## config.mk

```make
export PLATFORM = sky130hd
export DESIGN_NAME = simd_divider_unit
export DESIGN_NICKNAME = d
export VERILOG_FILES = /design/src/rtl/simd_pkg.sv /design/src/rtl/simd_div_step.sv /design/src/rtl/simd_divider_unit.sv
export SDC_FILE = /design/constraint.sdc
export NUM_CORES = 1
export LEC_CHECK = 0
export CORE_MARGIN = 4
export CORE_UTILIZATION = 53
export DETAILED_ROUTE_END_ITERATION = 8
export GPL_ROUTABILITY_DRIVEN = 0
export GPL_TIMING_DRIVEN = 0
export PLACE_DENSITY_LB_ADDON = 0.25
export SYNTH_ARGS = -nofsm -noshare
export SYNTH_HDL_FRONTEND = slang
export SYNTH_SLANG_ARGS = --single-unit
```

## constraint.sdc

```tcl
create_clock -name clk -period 2.8 [get_ports clk]
set_input_delay 0.7 -clock clk [delete_from_list [all_inputs] [get_ports clk]]
set_output_delay 0.7 -clock clk [all_outputs]
set_load 0.03 [all_outputs]
```

## src/rtl/simd_pkg.sv

```systemverilog
// Shared SIMD lane definitions: divider state encoding, saturation limits and counter sizing.
// Saturation helpers support operand widths up to SAT_CALC_W bits.
package simd_pkg;

  localparam int unsigned DIV_BIT_WIDTH = 32;
  localparam int unsigned SAT_CALC_W    = 64;

  typedef enum logic [1:0] {
    IDLE = 2'd0,
    CALC = 2'd1,
    FIX  = 2'd2,
    DONE = 2'd3
  } div_state_e;

  // Largest positive two's-complement value of width w, zero-extended
  function automatic logic [SAT_CALC_W-1:0] sat_max(input int unsigned w);
    return (SAT_CALC_W'(1) << (w - 1)) - SAT_CALC_W'(1);
  endfunction

  // Most negative two's-complement value of width w, zero-extended
  function automatic logic [SAT_CALC_W-1:0] sat_min(input int unsigned w);
    return SAT_CALC_W'(1) << (w - 1);
  endfunction

  function automatic int unsigned cnt_width(input int unsigned w);
    return $clog2(w + 1);
  endfunction

endpackage

```

## src/rtl/simd_div_step.sv

```systemverilog
// One restoring-division step: shift in the next dividend bit and trial-subtract the divisor.
module simd_div_step #(
  parameter int unsigned W = 32
) (
  input  logic [W-1:0] rem_i,
  input  logic         bit_i,
  input  logic [W-1:0] dvs_i,
  output logic [W-1:0] rem_c_o,
  output logic         q_c_o
);

  logic [W:0] shifted_c;
  logic [W:0] diff_c;

  // Partial remainder stays below the divisor, so W+1 bits hold the sign of the trial
  always_comb begin
    shifted_c = {rem_i, bit_i};
    diff_c    = shifted_c - {1'b0, dvs_i};
    q_c_o     = ~diff_c[W];
    rem_c_o   = q_c_o ? diff_c[W-1:0] : shifted_c[W-1:0];
  end

endmodule

```

## src/rtl/simd_divider_unit.sv

```systemverilog
// Iterative signed divider (one quotient bit per cycle) with saturated quotient and valid/ready handshakes.
// Define SIMD_DIV_REM_EN to add the signed remainder output rem_out.
module simd_divider_unit
  import simd_pkg::*;
#(
  parameter int unsigned BIT_WIDTH = DIV_BIT_WIDTH
) (
  input  logic                 clk,
  input  logic                 reset,
  input  logic                 in_valid,
  output logic                 in_ready,
  input  logic [BIT_WIDTH-1:0] dividend,
  input  logic [BIT_WIDTH-1:0] divisor,
  output logic                 out_valid,
  input  logic                 out_ready,
  output logic [BIT_WIDTH-1:0] quotient,
`ifdef SIMD_DIV_REM_EN
  output logic [BIT_WIDTH-1:0] rem_out,
`endif
  output logic                 div_by_zero
);

  localparam int unsigned W     = BIT_WIDTH;
  localparam int unsigned CNT_W = cnt_width(BIT_WIDTH);
  localparam logic [W-1:0] SAT_MAX = W'(sat_max(W));
  localparam logic [W-1:0] SAT_MIN = W'(sat_min(W));

  div_state_e       state_q, state_d;
  logic [CNT_W-1:0] cnt_q, cnt_d;
  logic [W-1:0]     rem_q, rem_d;
  logic [W-1:0]     dvd_q, dvd_d;
  logic [W-1:0]     dvs_q, dvs_d;
  logic             qsign_q, qsign_d;
  logic             special_q, special_d;
  logic [W-1:0]     quot_q, quot_d;
  logic             dbz_q, dbz_d;
  logic             out_valid_q, out_valid_d;
  logic             in_ready_q, in_ready_d;
`ifdef SIMD_DIV_REM_EN
  logic             rsign_q, rsign_d;
  logic [W-1:0]     rem_out_q, rem_out_d;
`endif

  logic [W-1:0] step_rem_c;
  logic         step_q_c;

  simd_div_step #(.W(W)) u_step (
    .rem_i   (rem_q),
    .bit_i   (dvd_q[W-1]),
    .dvs_i   (dvs_q),
    .rem_c_o (step_rem_c),
    .q_c_o   (step_q_c)
  );

  // Next-state and datapath; special results settle through FIX so every result has one exit path
  always_comb begin
    state_d     = state_q;
    cnt_d       = cnt_q;
    rem_d       = rem_q;
    dvd_d       = dvd_q;
    dvs_d       = dvs_q;
    qsign_d     = qsign_q;
    special_d   = special_q;
    quot_d      = quot_q;
    dbz_d       = dbz_q;
    out_valid_d = out_valid_q;
`ifdef SIMD_DIV_REM_EN
    rsign_d     = rsign_q;
    rem_out_d   = rem_out_q;
`endif

    unique case (state_q)
      IDLE: begin
        if (in_valid) begin
          dvd_d     = dividend[W-1] ? (W'(0) - dividend) : dividend;
          dvs_d     = divisor[W-1]  ? (W'(0) - divisor)  : divisor;
          qsign_d   = dividend[W-1] ^ divisor[W-1];
`ifdef SIMD_DIV_REM_EN
          rsign_d   = dividend[W-1];
`endif
          dbz_d     = (divisor == '0);
          special_d = 1'b0;
          rem_d     = '0;
          cnt_d     = CNT_W'(W);
          if (divisor == '0) begin
            special_d = 1'b1;
            dvd_d     = dividend[W-1] ? SAT_MIN : SAT_MAX;
            rem_d     = dividend;
            state_d   = FIX;
          end else if ((dividend == SAT_MIN) && (divisor == '1)) begin
            special_d = 1'b1;
            dvd_d     = SAT_MAX;
            state_d   = FIX;
          end else begin
            state_d   = CALC;
          end
        end
      end
      CALC: begin
        rem_d = step_rem_c;
        dvd_d = {dvd_q[W-2:0], step_q_c};
        cnt_d = cnt_q - CNT_W'(1);
        if (cnt_q == CNT_W'(1)) begin
          state_d = FIX;
        end
      end
      FIX: begin
        quot_d      = (special_q || !qsign_q) ? dvd_q : (W'(0) - dvd_q);
`ifdef SIMD_DIV_REM_EN
        rem_out_d   = (special_q || !rsign_q) ? rem_q : (W'(0) - rem_q);
`endif
        out_valid_d = 1'b1;
        state_d     = DONE;
      end
      DONE: begin
        if (out_ready) begin
          out_valid_d = 1'b0;
          state_d     = IDLE;
        end
      end
      default: state_d = IDLE;
    endcase

    in_ready_d = (state_d == IDLE);
  end

  always_ff @(posedge clk) begin
    if (reset) begin
      state_q     <= IDLE;
      cnt_q       <= '0;
      rem_q       <= '0;
      dvd_q       <= '0;
      dvs_q       <= '0;
      qsign_q     <= 1'b0;
      special_q   <= 1'b0;
      quot_q      <= '0;
      dbz_q       <= 1'b0;
      out_valid_q <= 1'b0;
      in_ready_q  <= 1'b1;
`ifdef SIMD_DIV_REM_EN
      rsign_q     <= 1'b0;
      rem_out_q   <= '0;
`endif
    end else begin
      state_q     <= state_d;
      cnt_q       <= cnt_d;
      rem_q       <= rem_d;
      dvd_q       <= dvd_d;
      dvs_q       <= dvs_d;
      qsign_q     <= qsign_d;
      special_q   <= special_d;
      quot_q      <= quot_d;
      dbz_q       <= dbz_d;
      out_valid_q <= out_valid_d;
      in_ready_q  <= in_ready_d;
`ifdef SIMD_DIV_REM_EN
      rsign_q     <= rsign_d;
      rem_out_q   <= rem_out_d;
`endif
    end
  end

  assign in_ready    = in_ready_q;
  assign out_valid   = out_valid_q;
  assign quotient    = quot_q;
  assign div_by_zero = dbz_q;
`ifdef SIMD_DIV_REM_EN
  assign rem_out     = rem_out_q;
`endif

endmodule

```

==> results of run 1 <==
-- per-layer routing --
metal / global-route usage (%) / routed length (µm)
met1: 34.06 / 12630
met2: 52.23 / 16000
met3: 4.371 / 2320
met4: 14.04 / 1526
met5: 0 / 0
-- registers in the layout, indices dropped and copies added (netlist names) --
register,count
special_q,1
out_valid,1
state_q,2
in_ready,1
cnt_q,6
div_by_zero,1
dvd_q,32
dvs_q,32
qsign_q,1
quotient,32
rem_q,32
-- layout make-up --
type | count | area, µm² | share of cell area [%]
multi-input combinational | 1007 | 7074 | 54.91
sequential | 141 | 2830 | 21.97
timing repair buffer | 142 | 1364 | 10.59
clock buffer | 20 | 446.7 | 3.467
buffer | 77 | 389.1 | 3.021
clock inverter | 11 | 286.5 | 2.224
tap | 229 | 286.5 | 2.224
inverter | 54 | 205.2 | 1.593
-- where the power goes --
part / total (mW) / internal (mW) / switching, mW
Combinational: 1.80 / 0.743 / 1.05
Clock: 2.86 / 1.96 / 0.902
Sequential: 2.27 / 2.14 / 0.136
-- stage by stage --
stage          area [µm²]  TNS, ps  utilization, %  instances
4_1_cts             12530   -730.1           69.04       1667
3_3_place_gp        11270   -85990           62.12       1612
3_5_place_dp        11270   -85510           62.12       1612
5_1_grt             12880    -2725           70.99       1681
6_report            12880    -1300           70.99       1681
2_1_floorplan        9996    -1993               -       1284
-- worst max-delay path, delay by kind of cell (launching register included) --
family	cells	cell delay (ps)
fa+ha+maj	2	510
flops	1	360
compound gates	5	1030
buf+inv	3	330
simple gates	2	270
mux	1	250
-- repair_timing --
item / in CTS / in global routing
endpoints found under the setup margin: 85 / 76
setup buffers: 25 / 15
gates cloned: 1 / 2
pin swaps: 42 / 39
gates resized for setup: 147 / 71
-- worst min path at each step --
stage,start,end,slack [ps],cells past startpoint
finish,quotient[21],quotient[21],450,2
global route,quotient[23],quotient[23],470,2
CTS,quotient[21],quotient[21],450,2
detailed placement,quotient[21],quotient[21],450,2
global placement,quotient[25],quotient[25],440,2
floorplan,dvs_q[3],dvs_q[3],440,2
-- logic make-up after synthesis --
kind of cell / count (synthesis) / synth area share (%)
compound gates: 431 / 28.39
xor+xnor: 111 / 9.822
fa+ha+maj: 39 / 5.006
buf+inv: 136 / 5.322
flops: 141 / 28.52
mux: 27 / 2.743
simple gates: 399 / 20.20
-- placed cells by master, fill, tap and decap left out, types with 9 or more instances in the layout --
cell type,n
clkbuf_16,19
o22ai_1,23
or3_1,11
o21ai_1,20
mux2i_1,20
dlygate4sd2_1,12
clkbuf_1,61
nand2b_1,17
nor3_1,16
dfxtp_1,139
inv_1,50
o21ai_0,91
a31oi_1,11
clkdlybuf4s50_1,62
xor2_1,53
nor2b_1,9
buf_4,34
bufinv_16,9
nand4_1,22
a21oi_1,75
a22oi_1,29
ha_1,29
nand3_1,13
dlymetal6s2s_1,10
xnor2_1,58
a21o_1,10
nor2_1,135
o31ai_1,11
buf_6,12
a211oi_1,75
nand2_1,86
==> impl_metrics.yaml, run 1 <==
worst_setup_path:
  cp-startpoint: "dvd_q[31]"
  startpoint_type: "register"
  reg2reg_slack_ps: -120
  arrival_ps: 3200
  critPathMaxFanout: 8
  slowest_stage: "dfxtp_4"
  crit_path_end: "rem_q[22]"
  path_class: "reg -> reg"
  max_stage_delay_ps: 360
  worstSetupEndpointType: "register"
  r2r_start: "dvd_q[31]"
  crit_top_cell: "buf_12"
  path_cells: "inv_4 > ha_4 > fa_2 > nand2b_4 > a21o_1 > a21boi_4 > o2111ai_2 > a211o_1 > nand3_2 > buf_12 > buf_12 > mux2i_1 > o22ai_1"
  rr_worst_depth: 13
  reg2reg_to: "rem_q[22]"
  required_ps: 3080
sta:
  whs_ps: 447.9
  hold_violations: 0
  fmax_mhz: 342.4
  setup_ws_ps: -120.9
  max-slew-margin-rel_pct: 43.31
  post-route-period-util_pct: 104.3
  rsz0062_at_grt: "yes"
  fin_crit_ps: 2921
  tightestPinTransition_ps: 850.3
  setup_violations: 24
  maxSlewViolCount: 0
  skew_ps: 12.11
pwr:
  ir_drop_mv: 0.4094
  power_mw: 6.933
  power_density_nw_per_um2: 538.1
  leakagePower_nw: 4.959
clocking:
  cts_sinks: 141
  cts_max_path_buffers: 2
  clk_latency_ps: 430
  cts.htree.levels: 4
  cts_made_buffers: 17
  clk_pin_slew_ps: 60
  holdBufCountCts: 0
  cts-root-buf: "clkbuf_16"
  cts_tree: "done"
synth:
  synthArstFlopShare_pct: 0
  ys_types: 80
  netlist_instances: 1284
  synth-warning-count: 0
  synth_fp_nets: 1391
  ys_top_cells_by_area: "dfxtp_1 29%, a211oi_1 5.8%, o21ai_0 5.6%, nor2_1 5.3%, xnor2_1 5.1%"
  synthTopCellsByCount: "141 x dfxtp_1, 141 x nor2_1, 111 x o21ai_0"
  synth_area_um2: 9898
  ys.flop_type: "dfxtp_1"
  ys_seq_elements: 141
  synth_edf_count: 0
  yosys.area.top_type: "dfxtp_1"
  syn_area_per_cell_um2: 7.709
  yosys.area.top_type_share_pct: 28.52
  yosysSeqAreaShare_pct: 28.52
die:
  start_util_pct: 54.54
  coreArea_um2: 18150
  floorplan.die.width_um: 144.7
  dieHeight_um: 144.7
  boundaryPins: 103
  fp-row-count: 49
  die-area_um2: 20930
grt:
  grt_max_degree: 17
  grt_pass1_wl_um: 48260
  grt_overflow_total: 0
  first_global_vias: 9556
  antenna_found_initial: 0
  grt_usage_pct: 29.18
route:
  drt.antenna.violating_nets: 0
  drc: 0
  first_iter_violations: 1151
  drt_wl_total_um: 32480
  vias_per_cell: 6.225
  vias: 10464
  wl_per_cell_um: 19.32
  drt-pass1-iter-count: 9
cells_and_area:
  n_fill_cell: 1410
  layout-drive-gt1-share_pct: 14.94
  antenna_cells: 0
  syn_to_final_growth_pct: 30.15
  nNetsFinal: 1547
status:
  violations: "negative setup slack"
  outcome: "complete, but fails checks"
job:
  drv_cap: 0
placement:
  io_buffers: 99
  hpwl_um: 23260
  dp_worst_setup_slack_ps: -1194
hold_path:
  hold_class: "reg -> reg"
No activity file was read; power rests on OpenSTA's default activity.
==> run 2, diff against run 1 <==
--- a/config.mk
+++ b/config.mk
@@ -10,7 +10,7 @@
 export DETAILED_ROUTE_END_ITERATION = 8
 export GPL_ROUTABILITY_DRIVEN = 0
 export GPL_TIMING_DRIVEN = 0
-export PLACE_DENSITY_LB_ADDON = 0.25
+export PLACE_DENSITY = 0.78
 export SYNTH_ARGS = -nofsm -noshare
 export SYNTH_HDL_FRONTEND = slang
 export SYNTH_SLANG_ARGS = --single-unit
==> impl_metrics.yaml, run 2 (synthesized netlist as in run 1, its figures left out) <==
grt:
  antenna_found_initial: 0
  grt_max_degree: 17
  grt_overflow_total: 0
  first_global_vias: 9920
  grt_usage_pct: 30.38
  grt_pass1_wl_um: 50410
route:
  drt-pass1-iter-count: 5
  vias: 10614
  drt.antenna.violating_nets: 0
  drc: 0
  first_iter_violations: 1126
  vias_per_cell: 6.303
  drt_wl_total_um: 33200
  wl_per_cell_um: 19.71
clocking:
  cts_max_path_buffers: 2
  holdBufCountCts: 0
  clk_pin_slew_ps: 60
  cts_tree: "done"
  cts-root-buf: "clkbuf_16"
  clk_latency_ps: 430
  cts.htree.levels: 4
  cts_made_buffers: 17
  cts_sinks: 141
die:
  coreArea_um2: 18150
  floorplan.die.width_um: 144.7
  start_util_pct: 54.54
  die-area_um2: 20930
  dieHeight_um: 144.7
  fp-row-count: 49
  boundaryPins: 103
sta:
  hold_violations: 0
  setup_violations: 24
  fmax_mhz: 343.3
  tns_ps: -1424
  skew_ps: 7.184
  fin_crit_ps: 2913
  setup_ws_ps: -112.7
  maxSlewViolCount: 0
  rsz0062_at_grt: "yes"
  post-route-period-util_pct: 104.0
  tightestPinTransition_ps: 990.8
  max-slew-margin-rel_pct: 33.70
pwr:
  leakagePower_nw: 4.959
  power_density_nw_per_um2: 482.6
  ir_drop_mv: 0.4153
status:
  outcome: "complete, but fails checks"
  violations: "negative setup slack"
cells_and_area:
  layout-drive-gt1-share_pct: 16.77
  syn_to_final_growth_pct: 31.17
  instances_no_fill: 1684
  nNetsFinal: 1551
  layout_commonest_cell: "dfxtp_1"
  final_cell_mix: "138 x dfxtp_1, 136 x nor2_1, 87 x o21ai_0, 86 x nand2_1, 76 x a21oi_1"
  final_cell_area_um2: 12980
  multi_input_area_um2: 7252
  fin_util_pct: 71.55
  ff_latch_area_um2: 2829
  n_fill_cell: 1391
  antenna_cells: 0
placement:
  hpwl_um: 23320
  place_area_um2: 11270
  dp_cells: 1612
  io_buffers: 99
  dp_worst_setup_slack_ps: -1237
worst_setup_path:
  required_ps: 3080
  worstSetupEndpointType: "register"
  critPathMaxFanout: 8
  arrival_ps: 3190
  startpoint_type: "register"
  path_class: "reg -> reg"
job:
  drv_cap: 0
hold_path:
  hold_class: "reg -> reg"
==> run 2: cell count changes in the layout (fill, tap and decap cells not counted), moves of 3 or more <==
| cell | delta |
|---|---|
| bufinv_16 | -8 |
| clkinv_2 | +6 |
| o21ai_2 | +5 |
| a211oi_1 | -4 |
| a211oi_2 | +4 |
| buf_2 | +4 |
| buf_8 | +4 |
| ha_4 | +4 |
| o21ai_0 | -4 |
| clkbuf_2 | -3 |
| mux2i_1 | -3 |
| nor2_2 | -3 |
==> run 2: repair_timing <==
item | in CTS | in global routing
hold endpoints to repair | 0 | 0
resized for setup | 147 | 121
gates cloned | 4 | 2
endpoints found under the setup margin | 85 | 81
pin swaps | 52 | 49
buffers inserted | 28 | 14
==> run 2: path summary, 6_finish.rpt <==
path | cells after the start | startpoint | slack (ps) | to
min reg2reg | 2 | quotient[25] | 450 | quotient[25]
max | 13 | dvd_q[31] | -110 | rem_q[9]
min | 2 | quotient[25] | 450 | quotient[25]
max reg2reg | 13 | dvd_q[31] | -110 | rem_q[9]
==> run 2: per-layer routing <==
| layer | global-route usage [%] | part of all wire, % | vias up |
|---|---|---|---|
| met5 | 0 | 0 | - |
| met4 | 17.67 | 6.4 | 0 |
| met3 | 6.014 | 7.7 | 157 |
| met2 | 52.84 | 48 | 586 |
| met1 | 34.59 | 37 | 4840 |
| li1 | - | - | 5031 |
==> run 2: where the power goes <==
group          switching [mW]  leakage [nW]  internal [mW]
registers               0.137          1.16           2.14
logic                    1.09          3.53          0.775
clock network           0.859         0.271           1.27
==> run 2: through the flow <==
step                power, mW  hold WS, ps
detailed placement      3.886        443.7
floorplan               3.394        440.2
finish                  6.267        448.8
global route            6.515        464.9
global placement        3.850        438.0
CTS                     6.059        450.7
==> run 2: final cells by class <==
class | instances | area share [%]
inverters | 54 | 1.619
repair buffers | 147 | 11.32
multi-input cells | 1007 | 55.85
plain buffers | 76 | 3.036
clock buffers | 22 | 3.652
flip-flops and latches | 141 | 21.79
clock inverters | 8 | 0.5204
well taps | 229 | 2.207
==> run 2: critical path, stage by stage, from the launching register on <==
cell and delay [ps]:
dfxtp_4 370, inv_4 50, ha_4 170, fa_2 340, nand2b_4 150, a21o_1 190, a21boi_4 230, o2111ai_2 180
a211o_1 320, nand3_2 90, buf_12 170, buf_12 140, mux2i_4 240, o22ai_1 90
